<file path="src/rtl/fib_req_initiator.sv">
// Initiator for the fibonacci start/nth/result/out_en core interface.
// Requests (nth) are queued in a small FIFO, issued to the core one at a
// time, and answered with {nth, result, timeout} on a valid/ready port.
// Optional build macro: FIB_CHECK_EN adds an iterative reference engine and
// drives rsp_mismatch when the core's answer disagrees with it.
module fib_req_initiator #(
    parameter int NTH_W      = 8,
    parameter int RES_W      = 20,
    parameter int FIFO_DEPTH = 4,
    parameter int TIMEOUT    = 1023
) (
    input  logic             clk,
    input  logic             reset,
    input  logic             req_valid,
    output logic             req_ready,
    input  logic [NTH_W-1:0] req_nth,
    output logic             rsp_valid,
    input  logic             rsp_ready,
    output logic [NTH_W-1:0] rsp_nth,
    output logic [RES_W-1:0] rsp_result,
    output logic             rsp_timeout,
    output logic             rsp_mismatch,
    output logic [NTH_W-1:0] fib_nth,
    output logic             fib_start,
    input  logic [RES_W-1:0] fib_result,
    input  logic             fib_out_en,
    output logic             busy
);

    localparam int AW = (FIFO_DEPTH > 1) ? $clog2(FIFO_DEPTH) : 1;
    localparam int TW = $clog2(TIMEOUT + 1);

    typedef enum logic [1:0] {S_IDLE, S_START, S_WAIT, S_RESP} state_t;

    state_t           state, state_nxt;
    logic [NTH_W-1:0] fifo_mem [FIFO_DEPTH];
    logic [AW-1:0]    wr_ptr, rd_ptr;
    logic [AW:0]      count;
    logic             push, pop, go_resp;
    logic [NTH_W-1:0] head_nth, cur_nth;
    logic             prev_out_en, captured, capture, done_cap, calc_done;
    logic [RES_W-1:0] cap_res, cap_val;
    logic [TW-1:0]    timer, timer_inc;
    logic             tmo_hit, mm_nxt;
    logic             rsp_mismatch_q;

    assign req_ready = (count != (AW+1)'(FIFO_DEPTH));
    assign push      = req_valid && req_ready;
    assign head_nth  = fifo_mem[rd_ptr];
    assign busy      = (state != S_IDLE) || (count != '0);
    assign fib_nth   = cur_nth;

    // Only a fresh rising edge of out_en inside WAIT counts as the answer.
    assign capture   = (state == S_WAIT) && fib_out_en && !prev_out_en && !captured;
    assign done_cap  = capture || captured;
    assign cap_val   = captured ? cap_res : fib_result;
    assign timer_inc = timer + 1'b1;
    // A capture in the same cycle as the timer expiring wins over the timeout.
    assign tmo_hit   = (state == S_WAIT) && !done_cap && (timer_inc == TW'(TIMEOUT));

`ifdef FIB_CHECK_EN
    logic [RES_W-1:0] eng_a0, eng_a1, eng_sum;
    logic [NTH_W-1:0] eng_cnt;
    logic             eng_done;

    assign eng_done  = (eng_cnt == '0);
    assign calc_done = done_cap && eng_done;
    assign mm_nxt    = (cap_val != eng_sum);

    // Reference engine: loads in START, then one term of sum(F1..Fn) per cycle.
    always_ff @(posedge clk or posedge reset) begin
        if (reset) begin
            eng_a0  <= '0;
            eng_a1  <= '0;
            eng_sum <= '0;
            eng_cnt <= '0;
        end else if (state == S_START) begin
            eng_a0  <= '0;
            eng_a1  <= RES_W'(1);
            eng_sum <= '0;
            eng_cnt <= cur_nth;
        end else if ((state == S_WAIT) && !eng_done) begin
            eng_sum <= eng_sum + eng_a1;
            eng_a0  <= eng_a1;
            eng_a1  <= eng_a0 + eng_a1;
            eng_cnt <= eng_cnt - 1'b1;
        end
    end
`else
    assign calc_done = capture;
    assign mm_nxt    = 1'b0;
`endif

    assign rsp_mismatch = rsp_mismatch_q;

    // Request FIFO storage and occupancy.
    always_ff @(posedge clk or posedge reset) begin
        if (reset) begin
            wr_ptr <= '0;
            rd_ptr <= '0;
            count  <= '0;
            for (int i = 0; i < FIFO_DEPTH; i++) fifo_mem[i] <= '0;
        end else begin
            if (push) begin
                fifo_mem[wr_ptr] <= req_nth;
                wr_ptr           <= wr_ptr + 1'b1;
            end
            if (pop) rd_ptr <= rd_ptr + 1'b1;
            if (push && !pop)      count <= count + 1'b1;
            else if (!push && pop) count <= count - 1'b1;
        end
    end

    // FSM state register.
    always_ff @(posedge clk or posedge reset) begin
        if (reset) state <= S_IDLE;
        else       state <= state_nxt;
    end

    // Next-state and strobe outputs.
    always_comb begin
        state_nxt = state;
        pop       = 1'b0;
        go_resp   = 1'b0;
        fib_start = 1'b0;
        rsp_valid = 1'b0;
        case (state)
            S_IDLE: begin
                if (count != '0) begin
                    pop       = 1'b1;
                    state_nxt = (head_nth == '0) ? S_RESP : S_START;
                end
            end
            S_START: begin
                fib_start = 1'b1;
                state_nxt = S_WAIT;
            end
            S_WAIT: begin
                if (calc_done || tmo_hit) begin
                    go_resp   = 1'b1;
                    state_nxt = S_RESP;
                end
            end
            S_RESP: begin
                rsp_valid = 1'b1;
                if (rsp_ready) state_nxt = S_IDLE;
            end
            default: state_nxt = S_IDLE;
        endcase
    end

    // Latched request, wait timer, result capture and response registers.
    always_ff @(posedge clk or posedge reset) begin
        if (reset) begin
            cur_nth        <= '0;
            prev_out_en    <= 1'b0;
            captured       <= 1'b0;
            cap_res        <= '0;
            timer          <= '0;
            rsp_nth        <= '0;
            rsp_result     <= '0;
            rsp_timeout    <= 1'b0;
            rsp_mismatch_q <= 1'b0;
        end else begin
            prev_out_en <= fib_out_en;
            if (pop) begin
                cur_nth <= head_nth;
                if (head_nth == '0) begin
                    rsp_nth        <= '0;
                    rsp_result     <= '0;
                    rsp_timeout    <= 1'b0;
                    rsp_mismatch_q <= 1'b0;
                end
            end
            if (state == S_START) begin
                timer    <= '0;
                captured <= 1'b0;
            end
            if (state == S_WAIT) begin
                if (!done_cap) timer <= timer_inc;
                if (capture) begin
                    captured <= 1'b1;
                    cap_res  <= fib_result;
                end
                if (go_resp) begin
                    rsp_nth        <= cur_nth;
                    rsp_result     <= tmo_hit ? '0 : cap_val;
                    rsp_timeout    <= tmo_hit;
                    rsp_mismatch_q <= !tmo_hit && mm_nxt;
                end
            end
        end
    end

endmodule

</file>
<file path="config.mk">
export PLATFORM = sky130hd
export DESIGN_NAME = fib_req_initiator
export DESIGN_NICKNAME = d
export VERILOG_FILES = /design/src/rtl/fib_req_initiator.sv
export SDC_FILE = /design/constraint.sdc
export NUM_CORES = 1
export LEC_CHECK = 0
export BUFFER_PORTS_ARGS = -buffer_cell sky130_fd_sc_hd__buf_2
export CORE_MARGIN = 5
export CORE_UTILIZATION = 55
export CTS_BUF_LIST = sky130_fd_sc_hd__clkbuf_4 sky130_fd_sc_hd__clkbuf_8
export CTS_CLUSTER_DIAMETER = 50
export CTS_CLUSTER_SIZE = 8
export DETAILED_ROUTE_END_ITERATION = 7
export GPL_ROUTABILITY_DRIVEN = 0
export MAX_ROUTING_LAYER = met4
export PLACE_DENSITY = 0.79
export SETUP_SLACK_MARGIN = 0.3
export SLEW_MARGIN = 10
export SYNTH_ARGS = -nofsm -noshare
export SYNTH_HDL_FRONTEND = slang
export SYNTH_SLANG_ARGS = --single-unit
</file>
<file path="constraint.sdc">
create_clock -name clk -period 4.5 [get_ports clk]
set_input_delay 0 -clock clk [delete_from_list [all_inputs] [get_ports clk]]
set_output_delay 0 -clock clk [all_outputs]
set_load 0.03 [all_outputs]
</file>
==> impl_summary.log <==
INFO  metric synth.net_count = 350
INFO  metric worst_hold_path_type = in2reg
INFO  metric maxClockFrequency = 0.3351 GHz
INFO  metric htree_num_levels = 3
INFO  metric number_of_global_route_vias_before_repair = 2845
INFO  metric dpl.cell_count = 467
INFO  metric synth.cell_area = 4040 µm²
INFO  metric io_buffers = 74
INFO  metric antenna_violating_nets_post_route = 0
INFO  metric netSwitchingPower = 0.6042 mW
INFO  metric final.min_clock_period = 2.985 ns
INFO  metric met1_wirelength = 3.732 mm
INFO  metric timing.max_cap.violations = 0
INFO  metric drtPass1Iterations = 4
INFO  metric worst_path_largest_cell_delay = 0.64 ns
INFO  metric startpoint = timer[0]$_DFF_PP0_
INFO  metric share_seq_of_total_power = 50.8%
INFO  metric crit_path_cell_trace = ha_1, and4_4, or4_1, o211a_2, o41ai_4, nor2_2, a22o_1
INFO  metric core_area = 7214 µm²
INFO  metric critPathBufInv = 0
INFO  metric post-cts-setup-buffer-count = 0
INFO  metric setup.worst_path.class = reg2reg
INFO  metric final-setup-viol-count = 0
INFO  metric clock_skew = 0.01356 ns
INFO  metric fraction_of_power_consumed_by_combinational_cells = 22.9%
INFO  metric cts_inserted_buffers = 9
INFO  metric hold_slack = 0.1366 ns
INFO  metric actual_transition_at_the_worst_max_transition_pin = 1.082 ns
INFO  metric netlist_instances = 304
INFO  metric grt_setup_unrepaired = no
INFO  metric cpMaxStageDelayCell = sky130_fd_sc_hd__o41ai_4
INFO  metric clock_sinks = 91
INFO  metric critPathArrivalTime = 3.24 ns
INFO  metric synthToLayoutAreaGrowth = 23.60%
INFO  metric routed_wl = 8.360 mm
INFO  metric post_drt_via_cell_ratio = 5.450
INFO  metric final-instance-count-excl-fill = 513
INFO  metric startpoint_type = register
INFO  metric p_leak = 2.442 nW
INFO  metric run_status = finished clean
INFO  metric ys_seq_elements = 91
INFO  metric post_synth.cell_area_avg = 13.29 µm²
INFO  metric cellInternalPower = 1.553 mW
INFO  metric die-area = 9159 µm²
INFO  metric tns = 0 ns
INFO  metric drive_gt1_share = 35.99%
INFO  metric async_reset_ff_share = 100.0%
INFO  metric wire_per_inst = 16.30 µm
INFO  metric synth-seq-area-share = 56.36%
INFO  metric final_util = 69.22%
INFO  metric cts_hold_repair.buffers = 30
INFO  metric rr_startpoint = timer[0]$_DFF_PP0_
INFO  metric grt_antenna_before_repair = 0
INFO  metric maximum_number_of_pins_on_one_net_before_global_route_repair = 55
INFO  metric cts_buffer_depth = 2
INFO  metric yosys_most_used_dff = sky130_fd_sc_hd__dfrtp_1
INFO  metric num_io_pins = 75
INFO  metric hold_violations = 0
INFO  metric topRoutingLayerUsed = met4
INFO  metric worst_ep_required_time = 4.75 ns
INFO  metric vdd.ir_drop.worst = 303.2 µV
INFO  metric crit_end = rsp_result[18]$_DFF_PP0_
INFO  metric clock_pin_slew_on_the_worst_setup_and_hold_paths = 0.10 ns
INFO  metric routed-wl-met3 = 480 µm
INFO  metric critical_path.max_fanout = 29
INFO  metric hpwl = 5.696 mm
INFO  metric fp-row-count = 31
INFO  metric finalCritPeriodShare = 66.33%
INFO  metric timing.rr.end = rsp_result[18]$_DFF_PP0_
INFO  metric cts_resized = 0
INFO  metric final_nets = 455
INFO  metric drt_first_iter_violations = 87
INFO  metric grt.overflow.total = 0
INFO  metric grt_first_pass_wirelength = 13.86 mm
INFO  metric total_via_count_in_the_routed_design = 2796
INFO  metric antenna_cells_inserted = 0
INFO  metric maxSlewViolCount = 0
INFO  metric floorplan.die.width = 95.71 µm
INFO  metric yosysWarningCount = 0
INFO  metric track_usage = 20.18%
INFO  metric cts.root.buffer_cell = sky130_fd_sc_hd__clkbuf_8
INFO  metric setup.worst_path.end_class = register
INFO  metric timing.max_slew.rel_slack = 27.76%
INFO  metric worst_skew_pair.late_latency = 0.36 ns
INFO  metric p_per_area = 432.0 nW/µm²
INFO  metric rrSetupSlack = 1.52 ns
INFO  metric timing.reg2reg.worst_path_depth = 7
INFO  metric clock_power_share = 26.3%
INFO  metric critical_path_depth_in_cells = 7
INFO  metric share_of_total_power_consumed_by_net_switching = 28.00%
INFO  metric total_met2_wirelength_after_detailed_routing = 4.097 mm
INFO  metric cts_tree = built
INFO  metric critical_path.top_delay_family = compound AO/OA/AOI/OAI gates
INFO  metric initial_utilization = 56.00%
INFO  metric synth.lib_cells_used.distinct = 40
INFO  metric die_height = 95.71 µm
INFO  metric detail_route.drc_violations = 0
INFO  metric synth_edf_count = 0
==> sequential cells by signal, summed over array words and instances (netlist names), 2 cells and up <==
| signal | count |
|---|---|
| fifo_mem | 32 |
| rsp_result | 20 |
| timer | 10 |
| fib_nth | 8 |
| rsp_nth | 8 |
| count | 3 |
| rd_ptr | 2 |
| state | 2 |
| wr_ptr | 2 |
==> worst min path at each step <==
stage	start	to	cells past startpoint
2_1_floorplan	fib_out_en	prev_out_en$_DFF_PP0_	0
3_3_place_gp	reset	rsp_mismatch$_DFF_PP0_	2
3_5_place_dp	reset	rsp_mismatch$_DFF_PP0_	2
4_1_cts	req_valid	wr_ptr[1]$_DFFE_PP0P_	3
5_1_grt	req_valid	wr_ptr[1]$_DFFE_PP0P_	3
6_report	req_valid	wr_ptr[1]$_DFFE_PP0P_	3
==> cell families (layout without fill, tap and decap cells) <==
| kind of cell | count (synthesis) | in the layout | share of synthesized area, % |
|---|---|---|---|
| DFF | 91 | 91 | 56.36 |
| and+or+nand+nor | 62 | 62 | 7.928 |
| AOI/OAI and AO/OA | 53 | 53 | 10.31 |
| muxes | 50 | 50 | 16.13 |
| buffers and inverters | 24 | 134 | 2.663 |
| adders and majority gates | 13 | 13 | 4.212 |
| xor gates and xnor gates | 11 | 11 | 2.385 |
==> power groups by stage <==
stage               combinational (mW)  sequential (mW)  clock, mW
finish                           0.493             1.10      0.568
global placement                 0.458             1.10          0
detailed placement               0.478             1.11          0
CTS                              0.500             1.10      0.582
global route                     0.549             1.12      0.617
floorplan                        0.364             1.10          0
==> Yosys cell counts (all sizes together), types with 2 or more instances <==
master  count  share of area, %
o31ai       2              0.37
mux2       41                11
ha         12               3.7
dfrtp      91                56
nand2      22               2.1
mux4        8               4.5
nand4       3              0.46
and3        2              0.31
nand3       6              0.87
xnor2       7               1.5
nor2b       2              0.31
xor2        4              0.87
nand3b      5              0.93
or4         2              0.37
nor4        2              0.31
a22o       28               6.1
nor2       12               1.2
o21ai      16               2.0
inv        12               1.1
clkbuf      8              0.74
and2        2              0.31
buf         4              0.81
==> cell usage in the layout, fill, tap and decap left out, types with 2 or more instances in the layout <==
master,synthesis,final
sky130_fd_sc_hd__dfrtp_1,91,91
sky130_fd_sc_hd__o21ai_1,10,10
sky130_fd_sc_hd__nor2_1,11,10
sky130_fd_sc_hd__xnor2_1,7,7
sky130_fd_sc_hd__inv_6,0,2
sky130_fd_sc_hd__xor2_1,4,4
sky130_fd_sc_hd__a22o_1,28,28
sky130_fd_sc_hd__clkinv_2,0,2
sky130_fd_sc_hd__buf_4,0,2
sky130_fd_sc_hd__mux2_2,41,41
sky130_fd_sc_hd__nor4_1,2,2
sky130_fd_sc_hd__nor2_2,1,2
sky130_fd_sc_hd__nand4_1,3,3
sky130_fd_sc_hd__nand3b_1,5,5
sky130_fd_sc_hd__buf_2,2,74
sky130_fd_sc_hd__or4_1,2,2
sky130_fd_sc_hd__dlygate4sd3_1,0,30
sky130_fd_sc_hd__o21ai_0,6,6
sky130_fd_sc_hd__ha_1,12,12
sky130_fd_sc_hd__and2_1,2,2
sky130_fd_sc_hd__nand3_1,5,5
sky130_fd_sc_hd__o31ai_1,2,2
sky130_fd_sc_hd__clkbuf_8,0,9
sky130_fd_sc_hd__nor2b_1,2,2
sky130_fd_sc_hd__and3_1,2,2
sky130_fd_sc_hd__mux4_2,8,8
sky130_fd_sc_hd__nand2_1,21,21
sky130_fd_sc_hd__inv_1,12,11
==> tightest hold or removal path, delay by kind of cell <==
kind | cells | cell delay, ns
AOI/OAI and AO/OA | 1 | 0.10
buffers and inverters | 1 | 0.07
and+or+nand+nor | 1 | 0.29
==> area by class of cell <==
| cell class | instances | area (µm²) |
|---|---|---|
| inverters | 12 | 46.29 |
| repair buffers | 106 | 685.7 |
| fillers | 511 | 2221 |
| well taps | 99 | 123.9 |
| clock buffers | 10 | 131.4 |
| multi-input cells | 189 | 1658 |
| clock inverters | 6 | 71.32 |
| flip-flops and latches | 91 | 2277 |
==> layer usage <==
layer	vias up	global-route usage (%)
li1	1317	-
met1	1393	25.71
met2	75	32.83
met3	11	4.848
met4	0	5.095
met5	-	-
==> through the flow <==
stage	power [mW]	setup slack [ns]	instance area [µm²]
after floorplan	1.465	1.861	4040
after global placement	1.559	1.651	4488
after detailed placement	1.591	1.538	4488
after CTS	2.178	1.514	4991
after global routing	2.289	1.315	4994
final	2.157	1.515	4994
Note: power is estimated with default switching activity, not from simulation.
